File: src/rtl/gate2_seq_pkg.sv
// Shared definitions for the two-input gate sequencer: state encoding,
// vector count and the standard truth tables used when selecting a gate.
package gate2_seq_pkg;

  typedef enum logic [2:0] {
    IDLE   = 3'd0,
    DRIVE  = 3'd1,
    SETTLE = 3'd2,
    SAMPLE = 3'd3,
    DONE   = 3'd4
  } state_t;

  localparam int VEC_COUNT = 4;

  // truth[{A,B}]: bit0 is A=0,B=0 and bit3 is A=1,B=1
  localparam logic [3:0] TT_AND  = 4'b1000;
  localparam logic [3:0] TT_OR   = 4'b1110;
  localparam logic [3:0] TT_NAND = 4'b0111;
  localparam logic [3:0] TT_NOR  = 4'b0001;
  localparam logic [3:0] TT_XOR  = 4'b0110;

endpackage

File: src/rtl/gate2_sequencer_settle_timer.sv
// Loadable down-counter that times the settle interval between driving the
// gate inputs and sampling its output. expire flags the last settle cycle.
module gate2_sequencer_settle_timer #(
  parameter int CNT_W = 4
) (
  input  logic             clk,
  input  logic             reset,
  input  logic             load,
  input  logic             en,
  input  logic [CNT_W-1:0] load_val,
  output logic [CNT_W-1:0] value,
  output logic             expire
);

  // Load has priority; counting stops at zero so the counter never wraps.
  always_ff @(posedge clk) begin
    if (reset) begin
      value <= '0;
    end else if (load) begin
      value <= load_val;
    end else if (en && (value != '0)) begin
      value <= value - 1'b1;
    end
  end

  // Counter at 1 means this is the final settle cycle.
  assign expire = (value == CNT_W'(1));

endmodule

File: src/rtl/gate2_sequencer.sv
// Drives an external 2-input gate through all four A/B combinations, waits
// SETTLE_CYCLES after each change, samples F against a latched truth table
// and reports per-vector mismatches plus an overall pass with a done pulse.
// Optional build macro GATE2_SEQ_STOP_ON_FAIL_EN: end the run at the first
// mismatching vector instead of applying all four.
//
// state  | meaning
// IDLE   | waiting for start; results of the last run held
// DRIVE  | A/B hold the current vector; settle timer loaded
// SETTLE | waiting for the gate output to settle
// SAMPLE | F compared with the expected bit for this vector
// DONE   | one-cycle done pulse; pass computed from fail_mask
module gate2_sequencer
  import gate2_seq_pkg::*;
#(
  parameter int SETTLE_CYCLES = 2,
  parameter int CNT_W         = 4
) (
  input  logic       clk,
  input  logic       reset,
  input  logic       start,
  input  logic [3:0] truth,
  input  logic       F,
  output logic       A,
  output logic       B,
  output logic       busy,
  output logic       done,
  output logic       pass,
  output logic [3:0] fail_mask
);

  localparam logic [CNT_W-1:0] SETTLE_LD = CNT_W'(SETTLE_CYCLES);

  state_t           state, state_d;
  logic [1:0]       idx;
  logic [1:0]       idx_next;
  logic [3:0]       truth_q;
  logic             mismatch;
  logic             stop_hit;
  logic             tmr_load;
  logic             tmr_en;
  logic [CNT_W-1:0] tmr_value;
  logic             tmr_expire;

  assign mismatch = (F != truth_q[idx]);
  assign idx_next = idx + 2'd1;

`ifdef GATE2_SEQ_STOP_ON_FAIL_EN
  assign stop_hit = mismatch;
`else
  assign stop_hit = 1'b0;
`endif

  gate2_sequencer_settle_timer #(
    .CNT_W(CNT_W)
  ) u_settle_timer (
    .clk     (clk),
    .reset   (reset),
    .load    (tmr_load),
    .en      (tmr_en),
    .load_val(SETTLE_LD),
    .value   (tmr_value),
    .expire  (tmr_expire)
  );

  // State register.
  always_ff @(posedge clk) begin
    if (reset) begin
      state <= IDLE;
    end else begin
      state <= state_d;
    end
  end

  // Next-state logic and Moore outputs.
  always_comb begin
    state_d  = state;
    tmr_load = 1'b0;
    tmr_en   = 1'b0;
    busy     = (state != IDLE);
    done     = (state == DONE);
    case (state)
      IDLE: begin
        if (start) state_d = DRIVE;
      end
      DRIVE: begin
        tmr_load = 1'b1;
        state_d  = (SETTLE_CYCLES > 0) ? SETTLE : SAMPLE;
      end
      SETTLE: begin
        tmr_en = 1'b1;
        // A zero counter here can only follow a glitch; leave rather than stall.
        if (tmr_expire || (tmr_value == '0)) state_d = SAMPLE;
      end
      SAMPLE: begin
        if ((idx == 2'(VEC_COUNT - 1)) || stop_hit) state_d = DONE;
        else                                        state_d = DRIVE;
      end
      DONE: begin
        state_d = IDLE;
      end
      default: begin
        state_d = IDLE;
      end
    endcase
  end

  // Datapath: A/B change only when entering DRIVE or DONE, so they stay
  // stable for the whole DRIVE/SETTLE/SAMPLE span of each vector.
  always_ff @(posedge clk) begin
    if (reset) begin
      A         <= 1'b0;
      B         <= 1'b0;
      idx       <= 2'd0;
      truth_q   <= 4'd0;
      fail_mask <= 4'd0;
      pass      <= 1'b0;
    end else begin
      case (state)
        IDLE: begin
          if (start) begin
            truth_q   <= truth;
            idx       <= 2'd0;
            fail_mask <= 4'd0;
            pass      <= 1'b0;
            A         <= 1'b0;
            B         <= 1'b0;
          end
        end
        SAMPLE: begin
          fail_mask[idx] <= mismatch;
          if (state_d == DRIVE) begin
            idx <= idx_next;
            A   <= idx_next[1];
            B   <= idx_next[0];
          end else begin
            A <= 1'b0;
            B <= 1'b0;
          end
        end
        DONE: begin
          pass <= (fail_mask == 4'd0);
        end
        default: begin
        end
      endcase
    end
  end

endmodule
File: config.mk
export PLATFORM = sky130hd
export DESIGN_NAME = gate2_sequencer
export DESIGN_NICKNAME = d
export VERILOG_FILES = /design/src/rtl/gate2_seq_pkg.sv /design/src/rtl/gate2_sequencer_settle_timer.sv /design/src/rtl/gate2_sequencer.sv
export SDC_FILE = /design/constraint.sdc
export NUM_CORES = 1
export LEC_CHECK = 0
export CORE_UTILIZATION = 51
export CTS_BUF_LIST = sky130_fd_sc_hd__clkbuf_16
export CTS_CLUSTER_SIZE = 30
export DETAILED_ROUTE_END_ITERATION = 8
export DONT_BUFFER_PORTS = 1
export HOLD_SLACK_MARGIN = 0.05
export PLACE_DENSITY = 0.68
export SKIP_LAST_GASP = 1
export SLEW_MARGIN = 15
export SYNTH_ARGS = -nofsm -noshare
export SYNTH_HDL_FRONTEND = slang
export SYNTH_SLANG_ARGS = --single-unit
File: constraint.sdc
create_clock -name clk -period 4.95 [get_ports clk]
set_input_delay 0 -clock clk [delete_from_list [all_inputs] [get_ports clk]]
set_output_delay 0 -clock clk [all_outputs]
set_load 0.1 [all_outputs]
==> results.yml <==
status:
  status: "complete, no violations"
synth:
  synth_nets: 122
  synth_sequential_area_ratio_pct: 39.2
  synth_area_um2: 1020
  synth.ff_latch_count: 20
  yosysUniqueCellTypes: 34
  syn_inst: 107
  yosysWarnings: 0
  avgSynthCellArea_um2: 9.54
timing:
  fin_hold_ws_ns: 0.0642
  worst_pin_slew_ns: 1.04
  skew_ns: 0.00289
  period_minus_slack_ns: 1.86
  finalSetupTns_ns: 0
  hold_viol: 0
  maxSlewViolCount: 0
  setup_viol: 0
  maxSlewHeadroom_pct: 30.9
  max_freq_mhz: 537
  period_share_pct: 37.6
  rsz0062_at_grt: "no"
placement:
  portBuffers: 0
  dp_cells: 127
  dp_hpwl_mm: 1.35
  finalWeightedCongestion: 0.779
  place_area_um2: 1020
drt:
  wl_per_cell_um: 13.5
  ant_nets: 0
  viasPerCell: 5.57
  drc: 0
  wl_mm: 1.86
  drt-initial-drc-count: 16
  firstDrtPassIters: 4
  vias: 768
worst_setup_path:
  start_kind: "register"
  end_kind: "register"
  worst_path_most_repeated_cell: "nor2_1"
  worstPathMaxFanout: 14
  slowest_delay_ns: 0.81
  critical-path-slowest-cell: "and2_1"
  crit_required_ns: 5.13
  critPathArrivalTime_ns: 2.04
  worstSetupPathType: "reg2reg"
  crit_chain: "nor2_1, and2_1, a22oi_1, nor2_1"
power:
  ir_worst_vdd_v: 0.000238
  powerDensity_nw_per_um2: 386
  leakage_nw: 0.439
min_path:
  hp-class: "in2reg"
floorplanning:
  fp.dieW_um: 46.7
  num_rows: 15
  ios: 17
  die_area_um2: 2180
  die_h_um: 46.7
  initial_core_util_pct: 56.7
  core-area_um2: 1800
finish:
  final_cell_mix: "20 x dfxtp_1, 13 x nor2_1, 12 x a21oi_1"
  final_common_cell: "dfxtp_1"
  n_antenna_cell: 0
  final_net_count: 129
  layout-drive-gt1-share_pct: 10.6
  area_delta_synth_final_pct: 14.2
  final_area_um2: 1170
  final_cells: 138
clock_network:
  cts_buffers: 3
  cts-root-buf: "clkbuf_16"
  clkTransAtPathRegs_ns: 0.06
  postCtsResizedCells: 0
  htreeDepth: 1
  insertion_delay_ns: 0.25
  clock-sinks: 20
  cts_setup_buffers: 0
  cts_tree: "yes"
  holdBufCountCts: 7
  cts.path.max_buffers: 2
run:
  maxCapViolCount: 0
grt:
  grt_pass1_vias: 753
  antenna_found_initial: 0
  grt_pass1_wl_mm: 3.22
  grt_max_degree: 19
  overflow: 0
  grt_usage_pct: 20.8
-- worst max-delay path, delay by kind of cell, from the launching register on --
kind / cells / cell delay (ns)
compound gates: 1 / 0.21
flops: 1 / 0.43
simple gates: 3 / 1.15
-- cell type report --
class                   count  area, µm²
flip-flops and latches     20        400
clock inverters             1       3.75
inverters                   4       15.0
multi-input cells          78        571
fillers                   155        636
clock buffers               3       75.1
well taps                  25       31.3
repair buffers              7       70.1
-- synth_stat cells (all sizes together) --
library cell,count,area share [%]
clkbuf,1,0.37
nor4,1,0.61
nor3,3,1.5
a22oi,2,1.5
mux2i,4,3.9
mux2,1,1.5
ha,7,8.6
and2,1,0.61
mux4,1,2.2
nor2,14,5.4
and2b,1,0.74
or4b,1,0.98
nand2,5,1.8
and3,1,1.1
nand3b,1,0.74
o21a,1,0.74
dfxtp,20,39
o41ai,1,0.86
or3b,1,1.1
nand3,4,2.0
or3,1,0.61
nand2b,4,2.5
buf,4,3.1
a21oi,12,5.9
a2111oi,3,4.4
xnor2,2,1.7
xor2,3,3.3
o21ai,1,0.49
nand4,2,1.2
inv,4,1.5
-- where the power goes --
part / total [W] / switching, W / leakage [nW] / internal (W)
clock network: 0.000164 / 0.0000570 / 0.0385 / 0.000107
logic: 0.0000946 / 0.0000568 / 0.238 / 0.0000379
registers: 0.000191 / 0.0000193 / 0.162 / 0.000171
-- metrics by stage --
stage | util [%] | power, W | setup WS, ns
4_1_cts | 64.7 | 0.000453 | 3.07
5_1_grt | 64.7 | 0.000474 | 2.96
3_3_place_gp | 56.5 | 0.000280 | 3.17
2_1_floorplan | - | 0.000277 | 3.20
3_5_place_dp | 56.5 | 0.000282 | 3.08
6_report | 64.7 | 0.000450 | 3.09
-- cells by family (layout without fill, tap and decap cells) --
group | count (synthesis) | in the layout | synth area share [%]
AO/OA/AOI/OAI | 20 | 20 | 13.8
XOR/XNOR | 5 | 5 | 5.03
adder cells (fa/ha/maj) | 7 | 7 | 8.58
buffers and inverters | 9 | 15 | 4.90
flip-flops | 20 | 20 | 39.2
multiplexers | 6 | 6 | 7.60
AND/OR/NAND/NOR | 40 | 40 | 20.8
-- metal layers --
metal / wire length, µm / share of wire [%] / track usage (%)
met5: 0 / 0 / 0
met2: 883 / 47 / 34.7
met3: 92 / 4.9 / 4.62
met1: 877 / 47 / 26.8
met4: 11 / 0.59 / 6.86
-- worst paths after layout --
kind	from	to	slack [ns]	depth (start not counted)
hold / removal	start	pass$_SDFFE_PP0P_	0.06	3
setup / recovery	state[1]$_SDFF_PP0_	pass$_SDFFE_PP0P_	3.09	4
hold reg to reg	truth_q[3]$_SDFFE_PP0P_	truth_q[3]$_SDFFE_PP0P_	0.49	2
setup reg to reg	state[1]$_SDFF_PP0_	pass$_SDFFE_PP0P_	3.09	4
-- flip-flops by register name, summed over array words and instances (netlist names) --
signal,count
A,1
idx,2
pass,1
truth_q,4
B,1
state,3
u_settle_timer.value,4
fail_mask,4
No activity file was read; power rests on OpenSTA's default activity.
